===== src/rtl/lynx_via_pkg.sv =====
// rtl/lynx_via_pkg.sv - flit field layout helpers for the Lynx dependency point
// Flit layout, MSB first: {ret node, ret vc, src node, dst node, vc, id[7:0], counter}.
package lynx_via_pkg;

  function automatic int cw_of(input int width, input int naw, input int vaw);
    return width - 3*naw - 2*vaw - 8;
  endfunction

  function automatic int ret_lsb(input int width, input int naw);
    return width - naw;
  endfunction

  function automatic int retvc_lsb(input int width, input int naw, input int vaw);
    return width - naw - vaw;
  endfunction

  function automatic int src_lsb(input int width, input int naw, input int vaw);
    return width - 2*naw - vaw;
  endfunction

  function automatic int dst_lsb(input int width, input int naw, input int vaw);
    return width - 3*naw - vaw;
  endfunction

  function automatic int vc_lsb(input int width, input int naw, input int vaw);
    return width - 3*naw - 2*vaw;
  endfunction

  function automatic int id_lsb(input int width, input int naw, input int vaw);
    return cw_of(width, naw, vaw);
  endfunction

  function automatic int data_lsb();
    return 0;
  endfunction

endpackage


===== src/rtl/via_in_fifo.sv =====
// rtl/via_in_fifo.sv - per-input flit FIFO with occupancy count
// Push at full and pop at empty are silently ignored.
module via_in_fifo #(
  parameter int WIDTH = 64,
  parameter int DEPTH = 4,
  localparam int CNTW = $clog2(DEPTH + 1)
) (
  input  logic             clk,
  input  logic             rst,
  input  logic             push,
  input  logic             pop,
  input  logic [WIDTH-1:0] data,
  output logic             full,
  output logic             empty,
  output logic [WIDTH-1:0] head,
  output logic [CNTW-1:0]  count
);

  localparam int PW = (DEPTH > 1) ? $clog2(DEPTH) : 1;

  logic [WIDTH-1:0] mem [DEPTH];
  logic [PW-1:0]    wr_ptr;
  logic [PW-1:0]    rd_ptr;
  logic             do_push;
  logic             do_pop;

  assign full    = (count == CNTW'(DEPTH));
  assign empty   = (count == '0);
  assign do_push = push && !full;
  assign do_pop  = pop && !empty;
  assign head    = mem[rd_ptr];

  always_ff @(posedge clk or posedge rst) begin
    if (rst) begin
      wr_ptr <= '0;
      rd_ptr <= '0;
      count  <= '0;
    end else begin
      if (do_push) wr_ptr <= (wr_ptr == PW'(DEPTH - 1)) ? '0 : wr_ptr + 1'b1;
      if (do_pop)  rd_ptr <= (rd_ptr == PW'(DEPTH - 1)) ? '0 : rd_ptr + 1'b1;
      case ({do_push, do_pop})
        2'b10:   count <= count + 1'b1;
        2'b01:   count <= count - 1'b1;
        default: count <= count;
      endcase
    end
  end

  always_ff @(posedge clk) begin
    if (do_push) mem[wr_ptr] <= data;
  end

endmodule


===== src/rtl/via_m_n.sv =====
// rtl/via_m_n.sv - NUM_IN x NUM_OUT join point for the Lynx NoC BFM layer
// Outputs fire together once every input FIFO holds a head flit (or always, under NODEP).
module via_m_n
  import lynx_via_pkg::*;
#(
  parameter int N                = 16,
  parameter int NUM_VC           = 2,
  parameter int N_ADDR_WIDTH     = $clog2(N),
  parameter int VC_ADDR_WIDTH    = $clog2(NUM_VC),
  parameter int WIDTH            = 64,
  parameter int NUM_IN           = 2,
  parameter int NUM_OUT          = 2,
  parameter int DEPTH            = 4,
  parameter int NODEP            = 0,
  parameter int RETURN_TO_SENDER = (NODEP == 0) ? 1 : 0,
  parameter int NUM_DEST         = 4,
  parameter logic [NUM_OUT*NUM_DEST*N_ADDR_WIDTH-1:0]  O_DEST = {(NUM_OUT*NUM_DEST){N_ADDR_WIDTH'(1)}},
  parameter logic [NUM_OUT*NUM_DEST*VC_ADDR_WIDTH-1:0] O_VC   = {(NUM_OUT*NUM_DEST){VC_ADDR_WIDTH'(1)}},
  parameter logic [NUM_IN*N_ADDR_WIDTH-1:0]   I_NODE = {NUM_IN{N_ADDR_WIDTH'(15)}},
  parameter logic [NUM_IN*VC_ADDR_WIDTH-1:0]  I_VC   = {NUM_IN{VC_ADDR_WIDTH'(0)}},
  parameter logic [NUM_IN*8-1:0]              I_ID   = {NUM_IN{8'd0}},
  parameter logic [NUM_OUT*N_ADDR_WIDTH-1:0]  O_NODE = {NUM_OUT{N_ADDR_WIDTH'(15)}},
  parameter logic [NUM_OUT*8-1:0]             O_ID   = {NUM_OUT{8'd0}},
  parameter int DONE_COUNT       = 1000
) (
  input  logic                             clk,
  input  logic                             rst,
  output logic                             done,
  input  logic [NUM_IN*WIDTH-1:0]          i_data_in,
  input  logic [NUM_IN-1:0]                i_valid_in,
  output logic [NUM_IN-1:0]                i_ready_out,
  output logic [NUM_OUT*WIDTH-1:0]         o_data_out,
  output logic [NUM_OUT*N_ADDR_WIDTH-1:0]  o_dest_out,
  output logic [NUM_OUT*VC_ADDR_WIDTH-1:0] o_vc_out,
  output logic [NUM_OUT-1:0]               o_valid_out,
  input  logic [NUM_OUT-1:0]               o_ready_in
);

  localparam int CW        = cw_of(WIDTH, N_ADDR_WIDTH, VC_ADDR_WIDTH);
  localparam int RET_LSB   = ret_lsb(WIDTH, N_ADDR_WIDTH);
  localparam int RETVC_LSB = retvc_lsb(WIDTH, N_ADDR_WIDTH, VC_ADDR_WIDTH);
  localparam int CNTW      = $clog2(DEPTH + 1);
  localparam int RW        = (NUM_DEST > 1) ? $clog2(NUM_DEST) : 1;
  localparam logic [CW-1:0] DONE_TH = CW'(DONE_COUNT);

  logic [WIDTH-1:0]         head   [NUM_IN];
  logic [CNTW-1:0]          count  [NUM_IN];
  logic [CW-1:0]            i_cnt  [NUM_IN];
  logic [CW-1:0]            o_cnt  [NUM_OUT];
  logic [RW-1:0]            rr_ptr [NUM_OUT];
  logic [N_ADDR_WIDTH-1:0]  sel_dest [NUM_OUT];
  logic [VC_ADDR_WIDTH-1:0] sel_vc   [NUM_OUT];
  logic [NUM_IN-1:0]        empty;
  logic [NUM_IN-1:0]        full;
  logic [NUM_IN-1:0]        push;
  logic [NUM_IN-1:0]        pop;
  logic                     fire;
  logic                     unused_bits;

  assign fire = (&o_ready_in) && ((NODEP != 0) || (empty == '0));

  for (genvar i = 0; i < NUM_IN; i++) begin : g_in
    assign i_ready_out[i] = (count[i] < CNTW'(DEPTH)) && !rst;
    assign push[i]        = i_valid_in[i] && i_ready_out[i];
    assign pop[i]         = fire && !empty[i];

    via_in_fifo #(
      .WIDTH (WIDTH),
      .DEPTH (DEPTH)
    ) u_fifo (
      .clk   (clk),
      .rst   (rst),
      .push  (push[i]),
      .pop   (pop[i]),
      .data  (i_data_in[i*WIDTH +: WIDTH]),
      .full  (full[i]),
      .empty (empty[i]),
      .head  (head[i]),
      .count (count[i])
    );
  end

  // Return-to-sender follows the input-0 head; otherwise walk each output's table.
  always_comb begin
    for (int k = 0; k < NUM_OUT; k++) begin
      sel_dest[k] = '0;
      sel_vc[k]   = '0;
      if (RETURN_TO_SENDER != 0) begin
        sel_dest[k] = head[0][RET_LSB +: N_ADDR_WIDTH];
        sel_vc[k]   = head[0][RETVC_LSB +: VC_ADDR_WIDTH];
      end else begin
        sel_dest[k] = O_DEST[(k*NUM_DEST + int'(rr_ptr[k]))*N_ADDR_WIDTH +: N_ADDR_WIDTH];
        sel_vc[k]   = O_VC[(k*NUM_DEST + int'(rr_ptr[k]))*VC_ADDR_WIDTH +: VC_ADDR_WIDTH];
      end
    end
  end

  always_ff @(posedge clk or posedge rst) begin
    if (rst) begin
      o_valid_out <= '0;
      o_dest_out  <= '0;
      o_vc_out    <= '0;
      o_data_out  <= '0;
      for (int k = 0; k < NUM_OUT; k++) begin
        o_cnt[k]  <= '0;
        rr_ptr[k] <= '0;
      end
      for (int i = 0; i < NUM_IN; i++) i_cnt[i] <= '0;
    end else begin
      for (int k = 0; k < NUM_OUT; k++) begin
        o_valid_out[k] <= fire;
        if (fire) begin
          o_cnt[k] <= o_cnt[k] + 1'b1;
          o_dest_out[k*N_ADDR_WIDTH +: N_ADDR_WIDTH] <= sel_dest[k];
          o_vc_out[k*VC_ADDR_WIDTH +: VC_ADDR_WIDTH] <= sel_vc[k];
          o_data_out[k*WIDTH +: WIDTH] <= {I_NODE[0 +: N_ADDR_WIDTH], I_VC[0 +: VC_ADDR_WIDTH],
                                           O_NODE[k*N_ADDR_WIDTH +: N_ADDR_WIDTH],
                                           sel_dest[k], sel_vc[k], O_ID[k*8 +: 8],
                                           o_cnt[k] + 1'b1};
          rr_ptr[k] <= (rr_ptr[k] == RW'(NUM_DEST - 1)) ? '0 : rr_ptr[k] + 1'b1;
        end
      end
      for (int i = 0; i < NUM_IN; i++) begin
        if (push[i]) i_cnt[i] <= i_data_in[i*WIDTH +: CW];
      end
    end
  end

  // Under NODEP the inputs never gate progress, so only the source counters matter.
  always_comb begin
    done = 1'b1;
    if (NODEP == 0) begin
      for (int i = 0; i < NUM_IN; i++) begin
        if (i_cnt[i] <= DONE_TH) done = 1'b0;
      end
    end
    for (int k = 0; k < NUM_OUT; k++) begin
      if (o_cnt[k] <= DONE_TH) done = 1'b0;
    end
  end

  always_comb begin
    unused_bits = ^full;
    for (int i = 0; i < NUM_IN; i++) unused_bits = unused_bits ^ (^head[i]) ^ (^i_cnt[i]);
  end

endmodule

===== config.mk =====
export PLATFORM = sky130hd
export DESIGN_NAME = via_m_n
export DESIGN_NICKNAME = d
export VERILOG_FILES = /design/src/rtl/lynx_via_pkg.sv /design/src/rtl/via_in_fifo.sv /design/src/rtl/via_m_n.sv
export SDC_FILE = /design/constraint.sdc
export NUM_CORES = 1
export LEC_CHECK = 0
export BUFFER_PORTS_ARGS = -buffer_cell sky130_fd_sc_hd__buf_2
export CAP_MARGIN = 20
export CORE_MARGIN = 2
export CORE_UTILIZATION = 30
export DETAILED_ROUTE_END_ITERATION = 12
export REMOVE_ABC_BUFFERS = 1
export SYNTH_ARGS = -nofsm -noshare
export SYNTH_HDL_FRONTEND = slang
export SYNTH_SLANG_ARGS = --single-unit

===== constraint.sdc =====
create_clock -name clk -period 8 [get_ports clk]
set_input_delay 0.4 -clock clk [delete_from_list [all_inputs] [get_ports clk]]
set_output_delay 0.4 -clock clk [all_outputs]
set_load 0.01 [all_outputs]

==> results of run 1 <==
logic make-up after synthesis:
logic type / count (synthesis)
AO/OA/AOI/OAI: 12
flip-flops: 205
XOR/XNOR: 88
other: 1
AND/OR/NAND/NOR: 366
multiplexers: 49
adder cells (fa/ha/maj): 13
buffers and inverters: 95
per-layer routing:
layer	wire, microns	vias to the layer above
li1	-	3174
met1	9847	3150
met2	9560	183
met3	1419	36
met4	583	2
met5	13	-
Yosys cell counts, types with 5 or more instances:
cell type,n
and3_1,21
and4_1,8
buf_4,50
clkbuf_1,16
dfrtp_1,185
edfxtp_1,20
ha_1,11
inv_1,21
mux2_2,42
mux4_2,5
nand2_1,178
nand3_1,35
nand4_1,30
nor2_1,22
nor3_1,15
nor4_1,36
xnor2_1,56
xor2_1,32
registers in the layout, summed over array words and instances (netlist names):
name / cells
i_cnt: 84
o_cnt: 82
g_in.u_fifo.mem: 20
g_in.u_fifo.count: 6
o_data_out: 4
o_dest_out: 4
g_in.u_fifo.rd_ptr: 2
g_in.u_fifo.wr_ptr: 2
o_valid_out: 1
power groups by stage:
stage / registers [mW] / logic, mW / clock network, mW
floorplan: 1.54 / 0.432 / 0
global placement: 1.55 / 0.657 / 0
detailed placement: 1.56 / 0.676 / 0
CTS: 1.54 / 0.681 / 1.11
global route: 1.58 / 0.763 / 1.15
finish: 1.54 / 0.664 / 1.07
stage by stage:
step	hold WS (ps)	cell area, sq um	utilization
floorplan	437.4	8833	-
global placement	454.1	10460	0.3439
detailed placement	459.8	10460	0.3439
CTS	42.68	11240	0.3693
global route	51.49	11260	0.3702
finish	9.094	11270	0.3704
layout make-up:
type / count / area, sq um / area share
Inverter: 23 / 93.84 / 0.008325
Antenna cell: 3 / 7.507 / 0.0006660
Tap cell: 396 / 495.5 / 0.04396
Clock inverter: 9 / 86.33 / 0.007659
Sequential cell: 205 / 5230 / 0.4640
Clock buffer: 36 / 686.9 / 0.06094
Timing Repair Buffer: 224 / 1154 / 0.1023
Multi-Input combinational cell: 546 / 3518 / 0.3121
final timing paths:
path	endpoint	from	slack [ps]
max reg2reg	g_in[0].u_fifo.count[2]	g_in[1].u_fifo.count[2]	5070
max in group asynchronous	i_cnt[30]	rst	6870
max	g_in[0].u_fifo.count[2]	g_in[1].u_fifo.count[2]	5070
min in group clk	i_cnt[74]	i_data_in[32]	70
min reg2reg	i_cnt[44]	i_cnt[44]	470
min	g_in[0].u_fifo.wr_ptr[0]	rst	9
==> reports/metrics.yaml, run 1 <==
ys.flop_type: "dfrtp_1"
tns_ps: 0
syn_avg_cell_area_sq_um: 11.15
hp-class: "in2async"
fillCellCount: 3081
synth_seq_cells: 205
switching_share: 0.2997
grt_remaining_overflow: 0
setup_violations: 0
synthArstFlopShare: 0.9024
required_ps: 8400
synth_edf_count: 20
maxCapViolCount: 0
core-area_sq_mm: 0.03043
synthTopCellsByArea: "dfrtp_1 50%, nand2_1 7.2%, edfxtp_1 6.5%"
synth.area.mux_share: 0.06550
cts_setup_buffers: 0
grt_max_degree: 107
critPathLaunchType: "register"
power_density_mw_per_mm2: 290.2
synth_compound_area_frac: 0.008662
grt_antenna_before_repair: 4
first_pass_iters: 4
syn_area_sq_mm: 0.009245
relSlewSlack: 0.3374
cts_max_level: 1
drc: 0
netlist_instances: 829
yosysWarnings: 0
power.total_mw: 3.271
path_depth: 9
cts_resized: 0
path_cells: "o311ai_2, or2_1, inv_2, ha_1, inv_1, fa_1, xor2_1, nor2_1, xor2_1"
syn2layout_area_growth_pct: 21.92
final_common_cell: "buf_2"
use_met3: 0.03485
clk_pin_slew_ps: 60
synthSimpleGateAreaFrac: 0.1964
drt-total-wl_mm: 21.42
worst_pin_slew_ps: 994.0
io_pins: 277
drive_gt1_frac: 0.3049
critPathMaxFanout: 17
clock-skew-final_ps: 9.905
p_int_mw: 2.291
synth_top_family_by_area: "simple AND/OR/NAND/NOR gates"
critPathMaxStageDelay_ps: 630
grt.total_usage: 0.1331
post-route-period-util: 0.3665
rsz0062_at_grt: "no"
cellLeakagePower_nw: 5.603
crit_type: "reg2reg"
io_buffers: 219
cp.arrival_ps: 3330
synth_top_area_frac: 0.5007
synthAdderAreaFrac: 0.01922
synth_seq_area_share: 0.5657
initial_core_util: 0.3038
end_kind: "register"
pwr-share-seq: 0.470
worst_slack_ps: 5068
drtIter0Drc: 307
critPathTopFamily: "simple AND/OR/NAND/NOR gates"
power_switching_mw: 0.9804
vias: 6545
die_y_microns: 179.5
pre_cts_ws_ps: 5025
gr-max-usage-layer: "met2"
synth-xor-area-share: 0.08337
status: "finished, final reports clean"
final_cell_mix: "219 x buf_2, 185 x dfrtp_1, 178 x nand2_1"
cts_buffers: 25
wl_per_cell_microns: 14.86
power.share.clock: 0.327
use_met1: 0.1803
avgViaCountPerCell: 4.539
fp.dieArea_sq_mm: 0.03224
min_period_ps: 2932
clk_path_buf_depth: 3
crit_buf_inv: 2
ir_drop_uv: 156.9
cts_tree: "built"
insertion_delay_ps: 520
die_w_microns: 179.5
combPwrFrac: 0.203
r2r_cells: 9
rows: 64
cts.sinks: 205
cp_slowest_cell: "or2_1"
grt_pass1_vias: 6785
gp_congestion: 0.7643
drv_slew: 0
antenna_left: 0
grt_pass1_wl_mm: 35.82
nets: 1172
hold_violations: 0
path_common_cell: "xor2_1"
synth_cell_types: 43
cts_root_buffer: "clkbuf_16"
max_clock_freq_mhz: 341.0
yosysTopAreaCell: "dfrtp_1"
dp.cells: 1393
met2_usage: 0.2118
fin_cells: 1442
ctsHoldBuffers: 0
hpwl_mm: 15.07
(Power assumes the default switching activity.)
==> run 2, diff against run 1 <==
clock period = 3 ns   (was 8 ns; I/O delays follow)
==> run 2 against run 1 <==
Compared with the run above:
- sequential power grew to 2.7 times the previous value
- power grew to 2.8 times the previous value
- routed wire length grew 7.6%
==> reports/metrics.yaml, run 2 (synthesis gave the netlist of run 1 again) <==
cts_tree: "built"
hold_violations: 0  # unchanged
rsz0062_at_grt: "no"
nets: 1265  # +7.9%
critPathMaxFanout: 6  # -11
maxCapViolCount: 0  # unchanged
startpoint: "o_cnt[52]"
met2_usage: 0.2328  # +0.02100
worst_pin_slew_ps: 670.4  # -323.5 ps
antenna_left: 0  # unchanged
drt-total-wl_mm: 23.06  # +7.6%
setup_violations: 0  # unchanged
regMostFlops: "i_cnt"
relSlewSlack: 0.5496  # +0.2122
cellLeakagePower_nw: 6.026  # +7.5%
final_cell_mix: "219 x buf_2, 185 x dfrtp_1, 178 x nand2_1"
final_common_cell: "buf_2"
worst_slack_ps: 386.4  # -4681 ps
clk_pin_slew_ps: 60  # about the same
vias: 6986  # +6.7%
io_buffers: 219  # unchanged
clock-skew-final_ps: 10.93  # +1.025 ps
ir_drop_uv: 479.5  # +210%
largest_register_ffs: 84  # unchanged
hp-class: "in2reg"
power_density_mw_per_mm2: 738.7  # +150%
use_met3: 0.03241  # -0.002431
syn2layout_area_growth_pct: 32.64
reg.largest.list: "i_cnt: 84 flops, o_cnt: 82 flops, g_in.u_fifo.mem: 20 flops"
grt_pass1_vias: 7094  # +4.6%
drive_gt1_frac: 0.2870  # -0.01792
grt_pass1_wl_mm: 37.58  # +4.9%
die_y_microns: 179.5  # unchanged
cts_buffers: 24  # -4.0%
cts_max_level: 1  # unchanged
drc: 0  # unchanged
grt_antenna_before_repair: 3  # -1
drtIter0Drc: 368  # +20%
grt_max_degree: 98  # -8.4%
core-area_sq_mm: 0.03043  # unchanged
cts_setup_buffers: 0  # unchanged
final_util: 0.4030  # +0.03257
r2r_start: "g_in[1].u_fifo.count[2]"
first_pass_iters: 4  # unchanged
drv_slew: 0  # unchanged
use_met1: 0.1841  # +0.003836
min_period_ps: 2614
max_clock_freq_mhz: 382.6
die_w_microns: 179.5  # unchanged
pre_cts_ws_ps: 547.8  # -4477 ps
avgViaCountPerCell: 4.551  # +0.27%
insertion_delay_ps: 520  # about the same
end_kind: "output port"
io_pins: 277  # unchanged
cts.sinks: 205  # unchanged
min_from: "o_ready_in[0]"
post_dp_cell_area_sq_mm: 0.01051  # +0.48%
gp_congestion: 0.7612  # -0.41%
status: "finished, final reports clean"
initial_core_util: 0.3038  # unchanged
fp.dieArea_sq_mm: 0.03224  # unchanged
clk_path_buf_depth: 3  # unchanged
gr-max-usage-layer: "met2"
hpwl_mm: 15.37  # +1.9%
cts_root_buffer: "clkbuf_16"
required_ps: 2850  # -5550 ps
post-route-period-util: 0.8712
fin_area_sq_mm: 0.01226  # +8.8%
wl_per_cell_microns: 15.02  # +1.1%
critPathLaunchType: "register"
cp.arrival_ps: 2460  # -870 ps
grt.total_usage: 0.1406  # +0.007540
rows: 64  # unchanged
crit_type: "reg2out"
grt_remaining_overflow: 0  # unchanged
cts_resized: 0  # unchanged
fillCellCount: 2979  # -3.3%
## run 2: cell count changes in the layout (fill, tap and decap cells not counted), sizes merged
cell	before	now
clkinv	5	6
dlygate4sd3	0	90
buf	224	228
clkinvlp	2	3
clkbuf	36	33
bufinv	1	3
inv	24	22
## run 2: path summary, 6_finish.rpt
| path | endpoint | slack (ps) | depth (start not counted) |
|---|---|---|---|
| max in group asynchronous | o_cnt[79] | 1860 | 4 |
| setup / recovery | done | 390 | 5 |
| hold reg to reg | i_cnt[47] | 470 | 2 |
| min in group asynchronous | g_in[0].u_fifo.wr_ptr[1] | 350 | 3 |
| setup reg to reg | g_in[0].u_fifo.count[2] | 550 | 9 |
| hold / removal | o_cnt[6] | 150 | 4 |
## run 2: metrics by stage
| step | instances | hold WS [ps] | setup TNS (ps) | total power, mW |
|---|---|---|---|---|
| after global routing | 1533 | 163.1 | 0 | 9.620 |
| after global placement | 1398 | 342.9 | 0 | 5.894 |
| after detailed placement | 1398 | 346.8 | 0 | 5.968 |
| after floorplan | 774 | 248.9 | -405240 | 5.263 |
| final | 1535 | 145.6 | 0 | 9.059 |
| after CTS | 1532 | 131.7 | 0 | 9.179 |
## run 2: critical path: stages, from the launching register on
cell      delay [ps]
dfrtp_1          450
nor4_1           390
nand4_1          210
a211oi_1         600
nor4_1           120
buf_2            180
## run 2: layout make-up
class                   count  area, sq um  share of cell area
clock inverters            11        156.4             0.01275
repair buffers            318         2077              0.1694
inverters                  23        93.84            0.007652
clock buffers              33        684.4             0.05581
multi-input cells         546         3518              0.2869
diodes                      3        7.507           0.0006122
flip-flops and latches    205         5230              0.4265
well taps                 396        495.5             0.04040
## run 2: per-layer routing
layer	part of all wire	routed length [microns]
met2	0.47	10840
met4	0.029	666
met3	0.055	1275
met1	0.44	10260
met5	0.00056	13
## run 2: power by group
group,internal (mW),switching (mW)
registers,3.56,0.552
logic,0.945,0.934
clock network,1.86,1.20
total,6.37,2.69
## run 2: timing repair
item / 4_1_cts / 5_1_grt
hold endpoints to repair: 198 / 0
hold buffers: 90 / 0
endpoints found under the setup margin: 0 / 0
